[src/rtl/dm_arbiter.sv]
// rtl/dm_arbiter.sv - single-port data memory arbiter between CPU M-stage and a DMA engine
// Ports:
//   clk, reset                  : clock, synchronous active-high reset
//   cpu_req/addr/wdata/byteen   : CPU access request (byteen 0000 = read)
//   cpu_rdata, cpu_stall        : CPU read data (combinational), hold-M-stage indication
//   dma_req/lock/addr/wdata/byteen : DMA beat request, burst continuation, access fields
//   dma_gnt, dma_rvalid, dma_rdata : beat performed, registered read-data pulse and data
//   m_data_addr/wdata/byteen    : memory port driven by the granted owner (zero when idle)
//   m_data_rdata                : memory read data, combinational from m_data_addr
module dm_arbiter #(
  parameter int STARVE_LIMIT = 4,
  parameter int MAX_BURST    = 4
) (
  input  logic        clk,
  input  logic        reset,
  input  logic        cpu_req,
  input  logic [31:0] cpu_addr,
  input  logic [31:0] cpu_wdata,
  input  logic [3:0]  cpu_byteen,
  output logic [31:0] cpu_rdata,
  output logic        cpu_stall,
  input  logic        dma_req,
  input  logic        dma_lock,
  input  logic [31:0] dma_addr,
  input  logic [31:0] dma_wdata,
  input  logic [3:0]  dma_byteen,
  output logic        dma_gnt,
  output logic        dma_rvalid,
  output logic [31:0] dma_rdata,
  output logic [31:0] m_data_addr,
  output logic [31:0] m_data_wdata,
  output logic [3:0]  m_data_byteen,
  input  logic [31:0] m_data_rdata
);

  localparam int SW = (STARVE_LIMIT < 1) ? 1 : $clog2(STARVE_LIMIT + 1);
  localparam int BW = (MAX_BURST < 1) ? 1 : $clog2(MAX_BURST + 1);
  localparam logic [SW-1:0] STARVE_MAX = SW'(STARVE_LIMIT);
  localparam logic [BW-1:0] BURST_MAX  = BW'(MAX_BURST);

  typedef enum logic [1:0] {ST_ARB, ST_BURST, ST_YIELD} state_t;

  state_t        state_q, state_d;
  logic [SW-1:0] starve_q, starve_d;
  logic [BW-1:0] beat_q, beat_d;
  logic          rvalid_q, rvalid_d;
  logic [31:0]   rdata_q, rdata_d;

  logic          cpu_gnt;
  logic          dma_win;
  logic [BW-1:0] beat_next;

  always_comb begin
    cpu_gnt   = 1'b0;
    dma_win   = 1'b0;
    state_d   = ST_ARB;
    starve_d  = starve_q;
    beat_d    = '0;

    case (state_q)
      ST_YIELD: cpu_gnt = cpu_req;
      // A dropped dma_req inside a burst is arbitrated as ARB; with no DMA
      // request that reduces to serving the CPU.
      ST_BURST: begin
        if (dma_req) dma_win = 1'b1;
        else         cpu_gnt = cpu_req;
      end
      default: begin
        if (dma_req && (!cpu_req || starve_q == STARVE_MAX)) dma_win = 1'b1;
        else                                                 cpu_gnt = cpu_req;
      end
    endcase

    // Starvation counts only cycles where DMA asked and lost.
    if (!dma_req || dma_win)        starve_d = '0;
    else if (starve_q != STARVE_MAX) starve_d = starve_q + SW'(1);

    beat_next = ((state_q == ST_BURST) ? beat_q : '0) + BW'(1);
    if (dma_win && dma_lock) begin
      if (beat_next >= BURST_MAX) begin
        state_d = cpu_req ? ST_YIELD : ST_ARB;
      end else begin
        state_d = ST_BURST;
        beat_d  = beat_next;
      end
    end

    rvalid_d = dma_win && (dma_byteen == 4'b0000);
    rdata_d  = rvalid_d ? m_data_rdata : rdata_q;
  end

  always_comb begin
    m_data_addr   = 32'h0;
    m_data_wdata  = 32'h0;
    m_data_byteen = 4'b0000;
    if (dma_win) begin
      m_data_addr   = dma_addr;
      m_data_wdata  = dma_wdata;
      m_data_byteen = dma_byteen;
    end else if (cpu_gnt) begin
      m_data_addr   = cpu_addr;
      m_data_wdata  = cpu_wdata;
      m_data_byteen = cpu_byteen;
    end
  end

  always_ff @(posedge clk) begin
    if (reset) begin
      state_q  <= ST_ARB;
      starve_q <= '0;
      beat_q   <= '0;
      rvalid_q <= 1'b0;
      rdata_q  <= 32'h0;
    end else begin
      state_q  <= state_d;
      starve_q <= starve_d;
      beat_q   <= beat_d;
      rvalid_q <= rvalid_d;
      rdata_q  <= rdata_d;
    end
  end

  assign cpu_rdata  = m_data_rdata;
  assign cpu_stall  = cpu_req && !cpu_gnt;
  assign dma_gnt    = dma_win;
  assign dma_rvalid = rvalid_q;
  assign dma_rdata  = rdata_q;

endmodule

[config.mk]
export PLATFORM = sky130hd
export DESIGN_NAME = dm_arbiter
export DESIGN_NICKNAME = d
export VERILOG_FILES = /design/src/rtl/dm_arbiter.sv
export SDC_FILE = /design/constraint.sdc
export NUM_CORES = 1
export LEC_CHECK = 0
export BUFFER_PORTS_ARGS = -buffer_cell sky130_fd_sc_hd__buf_2
export CAP_MARGIN = 20
export CORE_AREA = 5 5 116 118
export CTS_BUF_LIST = sky130_fd_sc_hd__clkbuf_8 sky130_fd_sc_hd__clkbuf_16
export DETAILED_ROUTE_END_ITERATION = 8
export DIE_AREA = 0 0 121 123
export PLACE_DENSITY = 0.67
export RECOVER_POWER = 50
export SYNTH_ARGS = -nofsm -noshare
export SYNTH_HDL_FRONTEND = slang
export SYNTH_SLANG_ARGS = --single-unit
[constraint.sdc]
create_clock -name clk -period 5.1 [get_ports clk]
set_clock_uncertainty 0.05 [all_clocks]
set_input_delay 1.02 -clock clk [delete_from_list [all_inputs] [get_ports clk]]
set_output_delay 1.02 -clock clk [all_outputs]
set_load 0.1 [all_outputs]
# --- After elaboration in Yosys (flattened, before gate mapping) ---
# Cells that the tools add are included.
word_totals:
  inputBits: 173
  reg_bits: 41
classes:
  mux: 15
  bitwise: 2
  reduce_logical: 14
  eq_ne: 4
  n_lt_le_gt_ge: 1
  n_addsub: 2
op_table:
  columns: ["op", "count"]
  rows:
  - ["32-bit two-way mux", 4]
  - ["4-bit two-way mux", 2]
  - ["3-bit by 1-bit adder with 3-bit output (second input constant)", 2]
  - ["3-bit OR reduction", 2]
  - ["1-bit two-way mux", 5]
  - ["1-bit logical AND", 4]
  - ["4-bit zero test", 1]
  - ["1-bit one-hot mux with 2 select lines", 2]
  - ["2-bit OR reduction", 2]
  - ["3-bit == test (second input constant)", 1]
  - ["3-bit >= comparator (second input constant)", 1]
  - ["1-bit zero test", 3]
  - ["3-bit two-way mux", 1]
  - ["3-bit inequality test (second input constant)", 1]
  - ["2-bit by 1-bit == test with 1-bit output (second input constant)", 1]
  - ["2-bit == test (second input constant)", 1]
  - ["1-bit logical OR", 2]
  - ["2-bit two-way mux", 1]
  - ["1-bit NOT", 2]

# --- Logic depth before layout (Yosys ltp) ---
# Gate-level depths: netlist (run 1).
depth:
  depth_word: 8
  ltp_mapped: 8
  depth_no_buf: 6

# --- Worst setup path after synthesis (run 1) ---
# No wires, ideal clock.
synth_path:
  path_type: "input-to-output"
  startpoint: "input cpu_req"
  endpoint: "output m_data_addr[0]"
  stages: 5
  n_path_buf: 3
  setup_slack_ns: 0.526
  t_required_ns: 4.030
  arrival_ns: 3.504
  path_cell_list: "clkbuf_1 a31o_2 buf_2 buf_2 mux2i_1"
synth_between:
  elab_chain_cells: 7
synth_rtl:
  columns: ["element", "line_no", "text"]
  rows:
  - ["start, declared", "16", "input logic cpu_req,"]
  - ["1-bit zero test", "69", "if (dma_req && (!cpu_req || starve_q == STARVE_MAX)) dma_win = 1'b1;"]
  - ["1-bit logical OR", "69", null]
  - ["1-bit logical AND", "69", null]
  - ["1-bit two-way mux", "69", null]
  - ["1-bit one-hot mux with 2 select lines", "60", "case (state_q)"]
  - ["32-bit two-way mux", "100", "end else if (cpu_gnt) begin"]
  - ["32-bit two-way mux (*)", "96", "if (dma_win) begin"]
  - ["end, declared", "30", "output logic [31:0] m_data_addr,"]
# Mark *: on every way between the ends. The rest lies on a longest branch, timed or not.

# --- Worst setup path in the final report (run 1) ---
layout_path:
  startpoint: "register state_q[0]"
  endpoint: "output m_data_wdata[11]"
layout_between:
  elab_chain_cells: 4
layout_rtl:
  columns: ["element", "line_no", "text"]
  rows:
  - ["start, declared", "43", "state_t state_q, state_d;"]
  - ["start signal, assigned", "115", "state_q <= state_d;"]
  - ["2-bit by 1-bit == test with 1-bit output / 2-bit == test (equally long branches)", "60", null]
  - ["1-bit one-hot mux with 2 select lines", "60", null]
  - ["32-bit two-way mux", "100", null]
  - ["32-bit two-way mux (*)", "96", null]
  - ["end, declared", "31", "output logic [31:0] m_data_wdata,"]
# Marks and branches as above.

==> results by group, run 1 <==
Routing
  • Routed len/inst: 15.5 um
  • Vias/cell: 4.74
  • DR vias: 4150
  • Detailed Route Iter0 Violations: 163
  • # DRC: 0
  • DRT antenna net count: 0
  • Drt total wl: 13600 um
  • TritonRoute pass-1 iters: 4

Finish
  • Commonest non-fill, non-tap cell in the layout: buf_2
  • Most frequent cells in the layout: 253 x buf_2, 101 x mux2i_1, 73 x inv_1
  • Layout net count: 882
  • Layout cells sized above 1: 0.386
  • Area Overhead vs Synth: 38.8%
  • Final core occ: 0.430
  • Non-Filler Instances: 876
  • Final Cell Area: 5310 um2
  • Ant. Diodes: 0

Synth
  • Count of different cell masters after synthesis: 27
  • Synth warn: 0
  • Area share of the largest cell type after synthesis: 0.264
  • Yosys top cell by area: mux2i_1
  • Count of state elements after synthesis: 41
  • Synth Area per Inst: 8.28 um2
  • Sequential fraction of the synthesis area: 0.215
  • Largest cells by area after synthesis: mux2i_1 26%, dfxtp_1 21%, o2111ai_1 16%
  • Cell area after synthesis: 3830 um2
  • Mapped Nets: 640
  • Mapped Cells: 462

STA
  • Setup TNS: 0 ns
  • Post-layout min period: 4.21 ns
  • Max transition margin: -0.536
  • Final period util: 0.826
  • Max Freq: 0.237 GHz
  • Worst setup margin: 0.885 ns
  • Final hold slack: 0.420 ns
  • Pins Over Slew Limit: 33
  • Setup-failing EPs final: 0
  • RSZ-0062 raised after global routing: no
  • Tightest Pin Transition: 2.30 ns
  • Final Hold Vio Count: 0

CTS
  • PostCTS Resize Cnt: 0
  • Reg clk slew, reported paths: 0.06 ns
  • CTS sink count: 41
  • CTS H-tree depth: 2
  • Total setup buffers inserted after CTS: 0
  • Worst-Skew Late Latency: 0.27 ns
  • Hold Buf Count CTS: 0
  • CTS buffer count: 5
  • Root buf cell: clkbuf_16
  • Max clock buf depth: 2
  • TritonCTS clock tree: built

Place
  • Detailed-placement wirelength estimate: 10900 um
  • PortBufs: 307
  • RD Place Congestion: 0.845
  • Placed insts: 869
  • Placed instance area: 5230 um2
  • Pre-CTS WS: 1.01 ns

Power and ir drop
  • Maximum vdd drop: 0.196 mV
  • Post-layout total power: 1.43 mW
  • Int Power: 702 uW
  • Clock share of power: 0.241
  • Power per cell area: 269 nW/um2
  • Leak: 2.89 nW
  • Combinational fraction of design power: 0.531
  • Net switching power: 725 uW
  • Sequential share of power: 0.228
  • Sw frac: 0.508

Critical path
  • WP data required: 4.03 ns
  • Worst reg2reg path depth: 6
  • CP Capture Type: primary output
  • Worst Setup Start Kind: register
  • CP arrival: 3.14 ns
  • Critical path class: reg2out
  • CP Max Fanout: 38

Floorplan
  • Die area: 14900 um2
  • Die H: 123 um
  • IO Pins: 308
  • Rows: 41
  • Initial Utilization: 0.309
  • Die Wd: 121 um
  • Core Region: 12400 um2

Min path
  • Hold depth: 2
  • HP Class: reg2reg

Job
  • Max Cap Viol: 1

Global route
  • Largest net degree at the start of global routing: 72
  • Number of global-route vias before repair: 3764
  • Antenna violations before repair: 5
  • Total gr overflow: 0
  • First-pass GRT wire length: 19500 um
  • GRT Overall Usage: 0.164

Run status
  • Failing checks: capacitance limit, slew limit
  • Status: complete, but fails checks
-- final cells by class --
cell class	count	area (um2)
flip-flops and latches	41	821
clock buffers	5	125
well taps	172	215
clock inverters	2	35.0
fillers	1286	7050
inverters	73	274
multi-input cells	267	2280
repair buffers	316	1560
-- registers in the layout, summed over array words and instances (netlist names) --
name and count:
beat_q 3, dma_rdata 32, dma_rvalid 1, state_q 2, starve_q 3
-- critical path: stages, from the launching register on --
cell,delay (ns)
dfxtp_1,0.33
inv_1,0.05
ha_1,0.37
o21ai_0,0.44
a31o_4,0.63
buf_12,0.32
mux2i_1,0.22
buf_2,0.45
-- path summary, 6_finish.rpt --
| check | start | end | slack, ns |
|---|---|---|---|
| max | state_q[0]$_SDFF_PP0_ | m_data_wdata[11] | 0.89 |
| min | dma_rdata[16]$_SDFFE_PP0P_ | dma_rdata[16]$_SDFFE_PP0P_ | 0.42 |
| max reg2reg | state_q[0]$_SDFF_PP0_ | dma_rdata[2]$_SDFFE_PP0P_ | 1.66 |
| min reg2reg | dma_rdata[16]$_SDFFE_PP0P_ | dma_rdata[16]$_SDFFE_PP0P_ | 0.42 |
-- cells by family after synthesis --
family	share of synthesized area
buffers and inverters	0.192
multiplexers	0.264
AND/OR/NAND/NOR	0.139
AO/OA/AOI/OAI	0.169
flip-flops	0.215
adder cells (fa/ha/maj)	0.0164
XOR/XNOR	0.00458
other	0.000980
-- power groups by stage --
stage | Sequential (mW) | Clock, mW | Combinational [mW]
after floorplan | 0.347 | 0 | 0.608
after global placement | 0.333 | 0 | 0.762
after detailed placement | 0.333 | 0 | 0.764
after CTS | 0.326 | 0.355 | 0.765
after global routing | 0.326 | 0.364 | 0.787
final | 0.326 | 0.343 | 0.758
-- synthesized netlist by cell type --
cell       number
and4_1          1
nand2b_1       65
buf_4          32
mux2i_1       101
clkbuf_1       35
a31o_2          1
dfxtp_1        41
nand4_1         1
inv_1          73
or2_2           1
xor2_1          1
nand3b_1        1
a311oi_4        1
ha_1            5
xnor2_1         1
o2111ai_1      68
nor2b_1         2
nand2_1         3
or4_4           1
buf_6           3
and4b_1         1
nor3_1          5
and3_1          1
buf_2          11
and2_1          3
conb_1          1
o21ai_0         3
-- routing by layer --
metal  wire length, um  up-vias  track usage  share of wire
li1                  -     2057            -              -
met1              5190     1838        0.193           0.38
met2              6440      216        0.278           0.47
met3              1630       29       0.0613           0.12
met4               291       10       0.0503          0.021
met5                56        -            0         0.0041
(Power assumes the default switching activity.)
==> run 2: changes to the inputs <==
--- a/config.mk
+++ b/config.mk
@@ -7,11 +7,11 @@
 export LEC_CHECK = 0
 export BUFFER_PORTS_ARGS = -buffer_cell sky130_fd_sc_hd__buf_2
 export CAP_MARGIN = 20
-export CORE_AREA = 5 5 116 118
+export CORE_AREA = 5 5 117 119
 export CTS_BUF_LIST = sky130_fd_sc_hd__clkbuf_8 sky130_fd_sc_hd__clkbuf_16
 export DETAILED_ROUTE_END_ITERATION = 8
-export DIE_AREA = 0 0 121 123
-export PLACE_DENSITY = 0.67
+export DIE_AREA = 0 0 122 124
+export PLACE_DENSITY = 0.66
 export RECOVER_POWER = 50
 export SYNTH_ARGS = -nofsm -noshare
 export SYNTH_HDL_FRONTEND = slang
==> constraint.sdc (replaced) <==
create_clock -name clk -period 4 [get_ports clk]
set_clock_uncertainty 0.05 [all_clocks]
set_input_delay 0.8 -clock clk [delete_from_list [all_inputs] [get_ports clk]]
set_output_delay 0.8 -clock clk [all_outputs]
set_load 0.1 [all_outputs]
==> run 2 against run 1 <==
Effect of this change:
- the run now ends clean
- global-route usage up 1.3 points
- setup slack lost 0.52 ns
- register-to-register slack worse by 0.18 ns
- die area up 1.6%
- sequential power increased by 28%
- non-clock buffer count did not move
- final area is 20% higher
- final cell count unchanged
- power up 44%
- sequential share of layout area shrank 2.5 points
- flip-flop and latch count is the same
- largest cell class is now non-clock buffers
==> results by group, run 2 (synthesis results as in run 1) <==
CTS
  • Root buf cell: clkbuf_16
  • Worst-Skew Late Latency: 0.28 ns (about the same)
  • Reg clk slew, reported paths: 0.06 ns (about the same)
  • CTS sink count: 41 (unchanged)
  • Hold Buf Count CTS: 0 (unchanged)
  • Max clock buf depth: 2 (unchanged)
  • Total setup buffers inserted after CTS: 0 (unchanged)
  • PostCTS Resize Cnt: 0 (unchanged)
  • CTS H-tree depth: 2 (unchanged)
  • CTS buffer count: 5 (unchanged)
  • TritonCTS clock tree: built

Global route
  • Antenna violations before repair: 1 (-4)
  • GRT Overall Usage: 0.176 (+0.0126)
  • Total gr overflow: 0 (unchanged)
  • Number of global-route vias before repair: 3958 (+5.2%)
  • First-pass GRT wire length: 21100 um (+8.3%)
  • Largest net degree at the start of global routing: 72 (unchanged)

Routing
  • DR vias: 4187 (+0.89%)
  • Max layer used: met5
  • Vias/cell: 4.78 (+0.89%)
  • # DRC: 0 (unchanged)
  • Detailed Route Iter0 Violations: 157 (-3.7%)
  • Met3 WL post-DR: 1560 um (-4.2%)
  • Drt total wl: 14600 um (+7.0%)
  • Wl on met1: 5270 um (+1.5%)
  • Routed len/inst: 16.6 um (+7.0%)
  • DRT antenna net count: 0 (unchanged)
  • TritonRoute pass-1 iters: 4 (unchanged)
  • WL met2: 7360 um (+14%)

Critical path
  • CP Capture Type: primary output
  • CP Max Fanout: 20 (-47%)
  • Critical path class: reg2out
  • CP arrival: 2.79 ns (-0.35 ns)
  • Worst Setup Start Kind: register
  • WP data required: 3.15 ns (-0.88 ns)

STA
  • Max transition margin: 0.201 (+0.737)
  • Final period util: 0.909
  • Setup-failing EPs final: 0 (unchanged)
  • Post-layout min period: 3.64 ns
  • Worst setup margin: 0.362 ns (-0.523 ns)
  • Final hold slack: 0.420 ns (-0.000136 ns)
  • Final Hold Vio Count: 0 (unchanged)
  • Tightest Pin Transition: 1.20 ns (-1.10 ns)
  • RSZ-0062 raised after global routing: no
  • Max Freq: 0.275 GHz
  • Pins Over Slew Limit: 0 (-100%)

Power and ir drop
  • Clock share of power: 0.213 (-0.028)
  • Sw frac: 0.472 (-0.0359)
  • Sequential share of power: 0.202 (-0.026)
  • Maximum vdd drop: 0.187 mV (-4.6%)
  • Post-layout total power: 2.05 mW (+44%)
  • Net switching power: 969 uW (+34%)
  • Combinational fraction of design power: 0.584 (+0.053)
  • Int Power: 1.08 mW (+54%)
  • Power per cell area: 323 nW/um2 (+20%)
  • Leak: 3.16 nW (+9.2%)

Floorplan
  • IO Pins: 308 (unchanged)
  • Die H: 124 um (+0.81%)
  • Core Region: 12500 um2 (+0.83%)
  • Die area: 15100 um2 (+1.6%)
  • Initial Utilization: 0.307 (-0.00255)
  • Rows: 41 (unchanged)
  • Die Wd: 122 um (+0.83%)

Finish
  • Commonest non-fill, non-tap cell in the layout: buf_2
  • Area of the multi-input gates: 2290 um2 (+0.33%)
  • Most frequent cells in the layout: 174 x buf_2, 99 x mux2i_1, 73 x inv_1
  • Layout net count: 882 (unchanged)
  • FF/Latch Area: 821 um2 (unchanged)
  • Ant. Diodes: 0 (unchanged)
  • Fillers: 1225 (-4.7%)
  • Non-Filler Instances: 876 (unchanged)
  • Final Cell Area: 6350 um2 (+20%)
  • Layout cells sized above 1: 0.375 (-0.0114)
  • Area Overhead vs Synth: 66.0%
  • Max reg flops: 32 (unchanged)

Job
  • Max Cap Viol: 0 (-1)

Min path
  • HP Class: reg2reg

Place
  • Detailed-placement wirelength estimate: 11600 um (+6.2%)
  • Placed insts: 869 (unchanged)
  • RD Place Congestion: 0.795 (-5.9%)
  • PortBufs: 307 (unchanged)
  • Pre-CTS WS: 0.641 ns (-0.366 ns)
  • Placed instance area: 6280 um2 (+20%)

Run status
  • Status: complete, no violations
[run 2: cell types whose count changed in the layout (fill, tap and decap cells not counted), sizes merged]
| cell | previous run | this run |
|---|---|---|
| buf | 261 | 250 |
| clkbuf | 60 | 71 |
[run 2: cell type report]
| class | count | area share |
|---|---|---|
| Sequential cell | 41 | 0.129 |
| Clock inverter | 2 | 0.00552 |
| Multi-Input combinational cell | 267 | 0.361 |
| Timing Repair Buffer | 316 | 0.408 |
| Inverter | 73 | 0.0431 |
| Clock buffer | 5 | 0.0197 |
| Tap cell | 172 | 0.0339 |
[run 2: power groups by stage]
| stage | sequential, mW | combinational [mW] | clock, mW |
|---|---|---|---|
| 4_1_cts | 0.415 | 1.21 | 0.455 |
| 2_1_floorplan | 0.442 | 0.776 | 0 |
| 3_5_place_dp | 0.424 | 1.21 | 0 |
| 3_3_place_gp | 0.424 | 1.21 | 0 |
| 6_report | 0.416 | 1.20 | 0.438 |
| 5_1_grt | 0.416 | 1.24 | 0.467 |
[run 2: path summary, 6_finish.rpt]
| path | start | endpoint | slack, ns | cells past startpoint |
|---|---|---|---|---|
| hold reg to reg | dma_rdata[22]$_SDFFE_PP0P_ | dma_rdata[22]$_SDFFE_PP0P_ | 0.42 | 2 |
| setup / recovery | state_q[0]$_SDFF_PP0_ | m_data_wdata[26] | 0.36 | 7 |
| setup reg to reg | state_q[0]$_SDFF_PP0_ | dma_rdata[2]$_SDFFE_PP0P_ | 1.48 | 6 |
| hold / removal | dma_rdata[22]$_SDFFE_PP0P_ | dma_rdata[22]$_SDFFE_PP0P_ | 0.42 | 2 |
[run 2: stage by stage]
stage	setup TNS, ns	utilization
after floorplan	-8.85	-
after global placement	0	0.504
after detailed placement	0	0.504
after CTS	0	0.517
after global routing	0	0.510
final	0	0.510
[run 2: worst max-delay path: stages, from the launching register on]
cell	delay, ns
dfxtp_1	0.33
inv_1	0.05
ha_1	0.37
o21ai_0	0.42
a31o_4	0.34
buf_4	0.39
mux2i_1	0.37
buf_12	0.22
[run 2: per-layer routing]
metal  track usage  vias up
met5             0        -
met4        0.0637        2
met3        0.0545       27
met2         0.326      205
met1         0.189     1894
li1              -     2059
